File: config.mk
export PLATFORM = sky130hd
export DESIGN_NAME = fetch_unit
export DESIGN_NICKNAME = d
export VERILOG_FILES = /design/src/rtl/fetch_unit_pkg.sv /design/src/rtl/fetch_unit_fifo.sv /design/src/rtl/fetch_unit.sv
export SDC_FILE = /design/constraint.sdc
export NUM_CORES = 1
export LEC_CHECK = 0
export CORE_AREA = 2 2 207 209
export DETAILED_ROUTE_END_ITERATION = 10
export DIE_AREA = 0 0 209 211
export GPL_ROUTABILITY_DRIVEN = 0
export HOLD_SLACK_MARGIN = 0.12
export PLACE_DENSITY_LB_ADDON = 0.08
export SLEW_MARGIN = 20
export SYNTH_ARGS = -nofsm -noshare
export SYNTH_HDL_FRONTEND = slang
export SYNTH_SLANG_ARGS = --single-unit
export TNS_END_PERCENT = 10
File: constraint.sdc
create_clock -name clock -period 14.4 [get_ports clock]
set_clock_uncertainty 0.1 [all_clocks]
set_input_delay 1.44 -clock clock [delete_from_list [all_inputs] [get_ports clock]]
set_output_delay 1.44 -clock clock [all_outputs]
set_load 0.05 [all_outputs]
File: src/rtl/fetch_unit_pkg.sv
// Shared constants, state encoding and small address helpers for the
// instruction fetch stage and its buffer.
package fetch_unit_pkg;

  localparam logic [1:0]  ACC_4W           = 2'b01;
  localparam int          BURST_LEN        = 4;
  localparam int          BEAT_W           = $clog2(BURST_LEN);
  localparam logic [31:0] BURST_BYTES      = 32'(BURST_LEN * 4);
  localparam logic [31:0] DEFAULT_START_PC = 32'h8002_0000;

  typedef enum logic [1:0] {
    ST_IDLE  = 2'b00,
    ST_REQ   = 2'b01,
    ST_BURST = 2'b10,
    ST_DRAIN = 2'b11
  } fetch_state_e;

  typedef struct packed {
    logic [31:0] pc;
    logic [31:0] ins;
  } fetch_entry_t;

  function automatic logic [31:0] word_align(input logic [31:0] addr);
    return addr & ~32'h0000_0003;
  endfunction

  function automatic logic [31:0] beat_pc(input logic [31:0] base,
                                          input logic [BEAT_W-1:0] beat);
    return base + {{(30 - BEAT_W){1'b0}}, beat, 2'b00};
  endfunction

endpackage

File: src/rtl/fetch_unit_fifo.sv
// Show-ahead synchronous FIFO for fetched {pc, instruction} pairs.
// The head entry is visible whenever the FIFO is non-empty; flush empties it.
module fetch_unit_fifo #(
  parameter int DEPTH = 8,
  parameter int WIDTH = 64
) (
  input  logic                       clock,
  input  logic                       reset,
  input  logic                       push,
  input  logic [WIDTH-1:0]           push_data,
  input  logic                       pop,
  input  logic                       flush,
  output logic [$clog2(DEPTH):0]     count,
  output logic                       out_valid,
  output logic [WIDTH-1:0]           out_data
);

  localparam int PTR_W = $clog2(DEPTH);
  localparam int CNT_W = PTR_W + 1;

  logic [WIDTH-1:0] mem_q [DEPTH];
  logic [PTR_W-1:0] wr_ptr_q, wr_ptr_d;
  logic [PTR_W-1:0] rd_ptr_q, rd_ptr_d;
  logic [CNT_W-1:0] count_q, count_d;
  logic             do_push_s, do_pop_s;

  // Pointer and occupancy update; a flush discards any push in the same cycle.
  always_comb begin
    do_pop_s  = pop && (count_q != '0);
    do_push_s = push && !flush && ((count_q != CNT_W'(DEPTH)) || do_pop_s);
    wr_ptr_d  = wr_ptr_q;
    rd_ptr_d  = rd_ptr_q;
    count_d   = count_q;
    if (flush) begin
      wr_ptr_d = '0;
      rd_ptr_d = '0;
      count_d  = '0;
    end else begin
      if (do_push_s) begin
        wr_ptr_d = wr_ptr_q + PTR_W'(1);
      end else begin
        wr_ptr_d = wr_ptr_q;
      end
      if (do_pop_s) begin
        rd_ptr_d = rd_ptr_q + PTR_W'(1);
      end else begin
        rd_ptr_d = rd_ptr_q;
      end
      count_d = count_q + CNT_W'(do_push_s) - CNT_W'(do_pop_s);
    end
  end

  always_ff @(posedge clock or posedge reset) begin
    if (reset) begin
      wr_ptr_q <= '0;
      rd_ptr_q <= '0;
      count_q  <= '0;
    end else begin
      wr_ptr_q <= wr_ptr_d;
      rd_ptr_q <= rd_ptr_d;
      count_q  <= count_d;
    end
  end

  // Storage needs no reset: entries are only read while counted as valid.
  always_ff @(posedge clock) begin
    if (do_push_s) begin
      mem_q[wr_ptr_q] <= push_data;
    end
  end

  assign count     = count_q;
  assign out_valid = (count_q != '0);
  assign out_data  = out_valid ? mem_q[rd_ptr_q] : '0;

endmodule

File: src/rtl/fetch_unit.sv
// Instruction fetch stage: issues 4-word read bursts, buffers returned words
// with their PCs and hands them to decode; a redirect flushes everything.
module fetch_unit
  import fetch_unit_pkg::*;
#(
  parameter logic [31:0] START_PC  = DEFAULT_START_PC,
  parameter int          BUF_DEPTH = 8
) (
  input  logic        clock,
  input  logic        reset,
  output logic [31:0] mem_address,
  output logic [1:0]  mem_access_size,
  output logic        mem_rw,
  output logic        mem_enable,
  input  logic        mem_busy,
  input  logic [31:0] mem_data_in,
  input  logic        redirect,
  input  logic [31:0] redirect_pc,
  output logic        ins_valid,
  input  logic        ins_ready,
  output logic [31:0] ins_out,
  output logic [31:0] pc_out
);

  localparam int CNT_W = $clog2(BUF_DEPTH) + 1;

  fetch_state_e      state_q, state_d;
  logic [31:0]       fetch_pc_q, fetch_pc_d;
  logic [BEAT_W-1:0] beat_q, beat_d;
  logic              mem_enable_q, mem_enable_d;

  logic              push_s, pop_s, last_beat_s, room_s, head_valid_s;
  logic [31:0]       target_s;
  logic [CNT_W-1:0]  count_s;
  fetch_entry_t      push_entry_s, head_entry_s;

  assign target_s     = word_align(redirect_pc);
  assign last_beat_s  = (beat_q == BEAT_W'(BURST_LEN - 1));
  assign room_s       = (CNT_W'(BUF_DEPTH) - count_s) >= CNT_W'(BURST_LEN);
  assign pop_s        = head_valid_s && ins_ready;
  assign push_entry_s = '{pc: beat_pc(fetch_pc_q, beat_q), ins: mem_data_in};

  // Next-state, fetch PC and beat tracking; a redirect always retargets fetch_pc.
  always_comb begin
    state_d    = state_q;
    fetch_pc_d = fetch_pc_q;
    beat_d     = beat_q;
    push_s     = 1'b0;
    case (state_q)
      ST_IDLE: begin
        if (redirect) begin
          fetch_pc_d = target_s;
          state_d    = ST_REQ;
        end else if (room_s) begin
          state_d = ST_REQ;
        end else begin
          state_d = ST_IDLE;
        end
      end
      ST_REQ: begin
        fetch_pc_d = redirect ? target_s : fetch_pc_q;
        if (!mem_busy) begin
          // Accepted: an already-accepted burst must still be drained on redirect.
          beat_d  = '0;
          state_d = redirect ? ST_DRAIN : ST_BURST;
        end else begin
          state_d = ST_REQ;
        end
      end
      ST_BURST: begin
        if (mem_busy) begin
          push_s = !redirect;
          beat_d = beat_q + BEAT_W'(1);
          if (last_beat_s) begin
            fetch_pc_d = redirect ? target_s : fetch_pc_q + BURST_BYTES;
            state_d    = ST_IDLE;
          end else begin
            fetch_pc_d = redirect ? target_s : fetch_pc_q;
            state_d    = redirect ? ST_DRAIN : ST_BURST;
          end
        end else begin
          fetch_pc_d = redirect ? target_s : fetch_pc_q;
          state_d    = redirect ? ST_DRAIN : ST_BURST;
        end
      end
      ST_DRAIN: begin
        fetch_pc_d = redirect ? target_s : fetch_pc_q;
        if (mem_busy) begin
          beat_d  = beat_q + BEAT_W'(1);
          state_d = last_beat_s ? ST_IDLE : ST_DRAIN;
        end else begin
          state_d = ST_DRAIN;
        end
      end
      default: begin
        state_d = ST_IDLE;
      end
    endcase
    mem_enable_d = (state_d == ST_REQ);
  end

  always_ff @(posedge clock or posedge reset) begin
    if (reset) begin
      state_q      <= ST_IDLE;
      fetch_pc_q   <= START_PC;
      beat_q       <= '0;
      mem_enable_q <= 1'b0;
    end else begin
      state_q      <= state_d;
      fetch_pc_q   <= fetch_pc_d;
      beat_q       <= beat_d;
      mem_enable_q <= mem_enable_d;
    end
  end

  fetch_unit_fifo #(
    .DEPTH (BUF_DEPTH),
    .WIDTH (64)
  ) u_fifo (
    .clock     (clock),
    .reset     (reset),
    .push      (push_s),
    .push_data (push_entry_s),
    .pop       (pop_s),
    .flush     (redirect),
    .count     (count_s),
    .out_valid (head_valid_s),
    .out_data  (head_entry_s)
  );

  // fetch_pc only moves while no request is outstanding, so it doubles as the address.
  assign mem_address     = fetch_pc_q;
  assign mem_access_size = ACC_4W;
  assign mem_rw          = 1'b0;
  assign mem_enable      = mem_enable_q;
  assign ins_valid       = head_valid_s;
  assign ins_out         = head_entry_s.ins;
  assign pc_out          = head_entry_s.pc;

endmodule

==> flow_summary.json <==
{
  "status": "completed",
  "hold_buffers": 0,
  "criticalPathCategory": "register to primary output",
  "clock_latency_ns": 0.59,
  "netSwitchingPower_w": 0.001575,
  "avgSynthCellArea_um2": 19.21,
  "leakage_nw": 8.428,
  "worst_pin_slew_ns": 0.9833,
  "setup_ws_ns": 7.974,
  "placed_cell_area_um2": 24890,
  "finalCritPeriodShare": 0.4463,
  "ys_warn_count": 0,
  "io_pins": 170,
  "vdd_drop_max_uv": 86.13,
  "cpMostUsedCell": "buf_4",
  "grt_pass1_vias": 11670,
  "hold_class": "register to register",
  "diodes": 0,
  "clkPwrFrac": 0.283,
  "die_x_um": 209,
  "multi_input_area_um2": 5822,
  "numClockSinks": 559,
  "synth-main-ff-cell": "edfxtp_1",
  "dp.cells": 1838,
  "cts_setup_buffers": 0,
  "cts_tree": "done",
  "crit_chain": "buf_4 > buf_4 > mux4_2 > mux2i_1 > nor2_1 > clkdlybuf4s50_1",
  "start_util": 0.5447,
  "hold_viol": 0,
  "rsz0062_at_grt": "no",
  "cts_max_level": 2,
  "cpPeakStageDelay_ns": 0.90,
  "grt_pass1_wl_mm": 69.91,
  "path_clk_slew_ns": 0.06,
  "async_reset_ff_frac": 0.08408,
  "critPathTopFamily": "buffers and inverters",
  "wl_met3_mm": 2.512,
  "dr_wl_met2_mm": 21.91,
  "synth.cell_area_um2": 22750,
  "ys_seq_area_frac": 0.7277,
  "syn_inst": 1184,
  "power_w": 0.004736,
  "ant_nets": 0,
  "setup_tns_ns": 0,
  "max_slew_margin": 0.3444,
  "cts-root-buf": "clkbuf_16",
  "slowest_stage": "dfrtp_4",
  "critPathMaxFanout": 49,
  "fillers": 2877,
  "end_kind": "primary output",
  "cts_buffers": 56,
  "antenna_found_initial": 1,
  "design_area_um2": 26590,
  "layout.nets": 1441,
  "global_route.overflow_total": 0,
  "cp.arrival_ns": 4.89,
  "seqPwrFrac": 0.405,
  "fp.dieH_um": 211,
  "finalSetupViolCount": 0,
  "slew_viol_final": 0,
  "dr.pass1.iters": 7,
  "core-area_um2": 41760,
  "ctsResizeCount": 0,
  "p_per_area_nw_per_um2": 178.1,
  "synth-seq-cells": 559,
  "drc": 0,
  "grt_max_degree": 76,
  "crit_buf_inv": 3,
  "dr_total_vias": 11330,
  "yosysUniqueCellTypes": 58,
  "max_freq_mhz": 155.6,
  "hpwl_mm": 25.22,
  "min_period_ns": 6.426,
  "wl_met1_mm": 20.60,
  "drt-total-wl_mm": 45.81,
  "layout-drive-gt1-share": 0.1882,
  "syn2layout_area_growth_pct": 16.89,
  "pre_cts_ws_ns": 8.405,
  "io_buffers": 164,
  "combPwrFrac": 0.312,
  "critPathRequiredTime_ns": 12.86,
  "drv_cap": 0,
  "rows": 75,
  "clk_path_buf_depth": 3,
  "dr.first_iter.drc_count": 858,
  "seqCellArea_um2": 16560,
  "wl_per_cell_um": 23.59,
  "via_per_inst": 5.834,
  "internal_power_w": 0.003161,
  "grt_usage": 0.2129,
  "switching_share": 0.3325,
  "highest_layer": "met5",
  "final_cells": 1942,
  "synth_edf_count": 512,
  "cp-start-kind": "register",
  "dieArea_um2": 44100
}
## state kept, by name, indices dropped and copies added, names as in the netlist
signal           count
u_fifo.rd_ptr_q      3
mem_enable           1
u_fifo.mem_q       512
u_fifo.wr_ptr_q      3
u_fifo.count         4
state_q              2
mem_address         32
beat_q               2
## power by group through the flow
stage	combinational, W	sequential (W)	clock (W)
final	0.00148	0.00192	0.00134
after floorplan	0.00107	0.00193	0
after global routing	0.00157	0.00193	0.00143
after detailed placement	0.00149	0.00196	0
after global placement	0.00148	0.00196	0
after CTS	0.00149	0.00193	0.00137
## metrics by stage
stage | hold slack [ns] | utilization
floorplan | 0.3745 | -
global placement | 0.4228 | 0.5959
detailed placement | 0.4453 | 0.5959
CTS | 0.4558 | 0.6363
global route | 0.4821 | 0.6367
finish | 0.4525 | 0.6367
## synth_stat cells, types with 6 or more instances
library cell    n  area, um2
edfxtp_1      512      15370
buf_2          23      115.1
nand4_1        15      93.84
mux2i_1        66      660.6
clkbuf_1       20      75.07
xnor2_1        29      254.0
nor2b_1         6      37.54
buf_1           9      33.78
buf_4          12      90.09
a21oi_1         7      35.03
nand3_1        21      105.1
nor2_1         91      341.6
ha_1           12      150.1
inv_1           8      30.03
mux4_2        128       2883
o21ai_0        22      110.1
dfrtp_1        45       1126
nand2_1        50      187.7
xor2_1         28      245.2
## cell usage in the layout (no fill, tap or decap), drive strengths merged, types with 2 or more instances in the layout
cell type      synthesis  routed
o311ai                 2       2
nand2b                 4       4
and3                   4       4
dfrtp                 45      45
clkdlybuf4s50          0     163
clkinv                 0      27
edfxtp               512     512
buf                   48      23
nor3b                  4       4
inv                    8       8
nand4                 19      19
nand3                 23      23
nand2                 50      50
ha                    12      12
o221ai                 2       2
xnor2                 29      29
nor2                  92      92
o21a                   2       2
mux2i                 66      66
and4                   5       5
nor3                   6       6
dfstp                  2       2
mux2                   4       4
nor4                   5       5
clkbuf                23      71
mux4                 128     128
xor2                  28      28
a21oi                  7       7
o22ai                  3       3
conb                   2       3
fa                     2       2
a31oi                  3       3
and2                   5       5
nor2b                  6       6
o21ai                 26      26
bufinv                 0       2
clkinvlp               0       3
## kinds of logic (layout without fill, tap and decap cells)
family          Yosys count  count (layout)  synth area share
other cells               2               3         0.0003302
flops                   559             559            0.7277
simple gates            226             226           0.05198
xor+xnor                 57              57           0.02195
compound gates           49              49           0.01337
buf+inv                  79             297           0.01854
fa+ha+maj                14              14          0.008361
mux                     198             198            0.1578
## metal layers
layer	up-vias	track usage
met2	307	0.3401
met1	5906	0.3096
met3	59	0.03999
li1	5056	-
met5	-	0
met4	2	0.05049
## worst paths after layout
| kind | startpoint | to | slack, ns | cells past startpoint |
|---|---|---|---|---|
| min in group asynchronous | reset | mem_address[1] | 1.23 | 3 |
| worst min register to register | beat_q[0] | beat_q[0] | 0.45 | 1 |
| worst max-delay path | u_fifo.rd_ptr_q[0] | pc_out[12] | 7.97 | 6 |
| max in group asynchronous | reset | u_fifo.rd_ptr_q[2] | 12.44 | 3 |
| worst max register to register | u_fifo.count[2] | u_fifo.count[2] | 10.84 | 11 |
| worst min-delay path | beat_q[0] | beat_q[0] | 0.45 | 1 |
## final cells by class
cell class | count | area share
sequential | 559 | 0.6230
multi-input combinational | 547 | 0.2190
timing repair buffer | 186 | 0.06823
clock buffer | 71 | 0.05562
tap | 539 | 0.02536
clock inverter | 32 | 0.007717
inverter | 8 | 0.001129
Note: power is estimated with default switching activity, not from simulation.
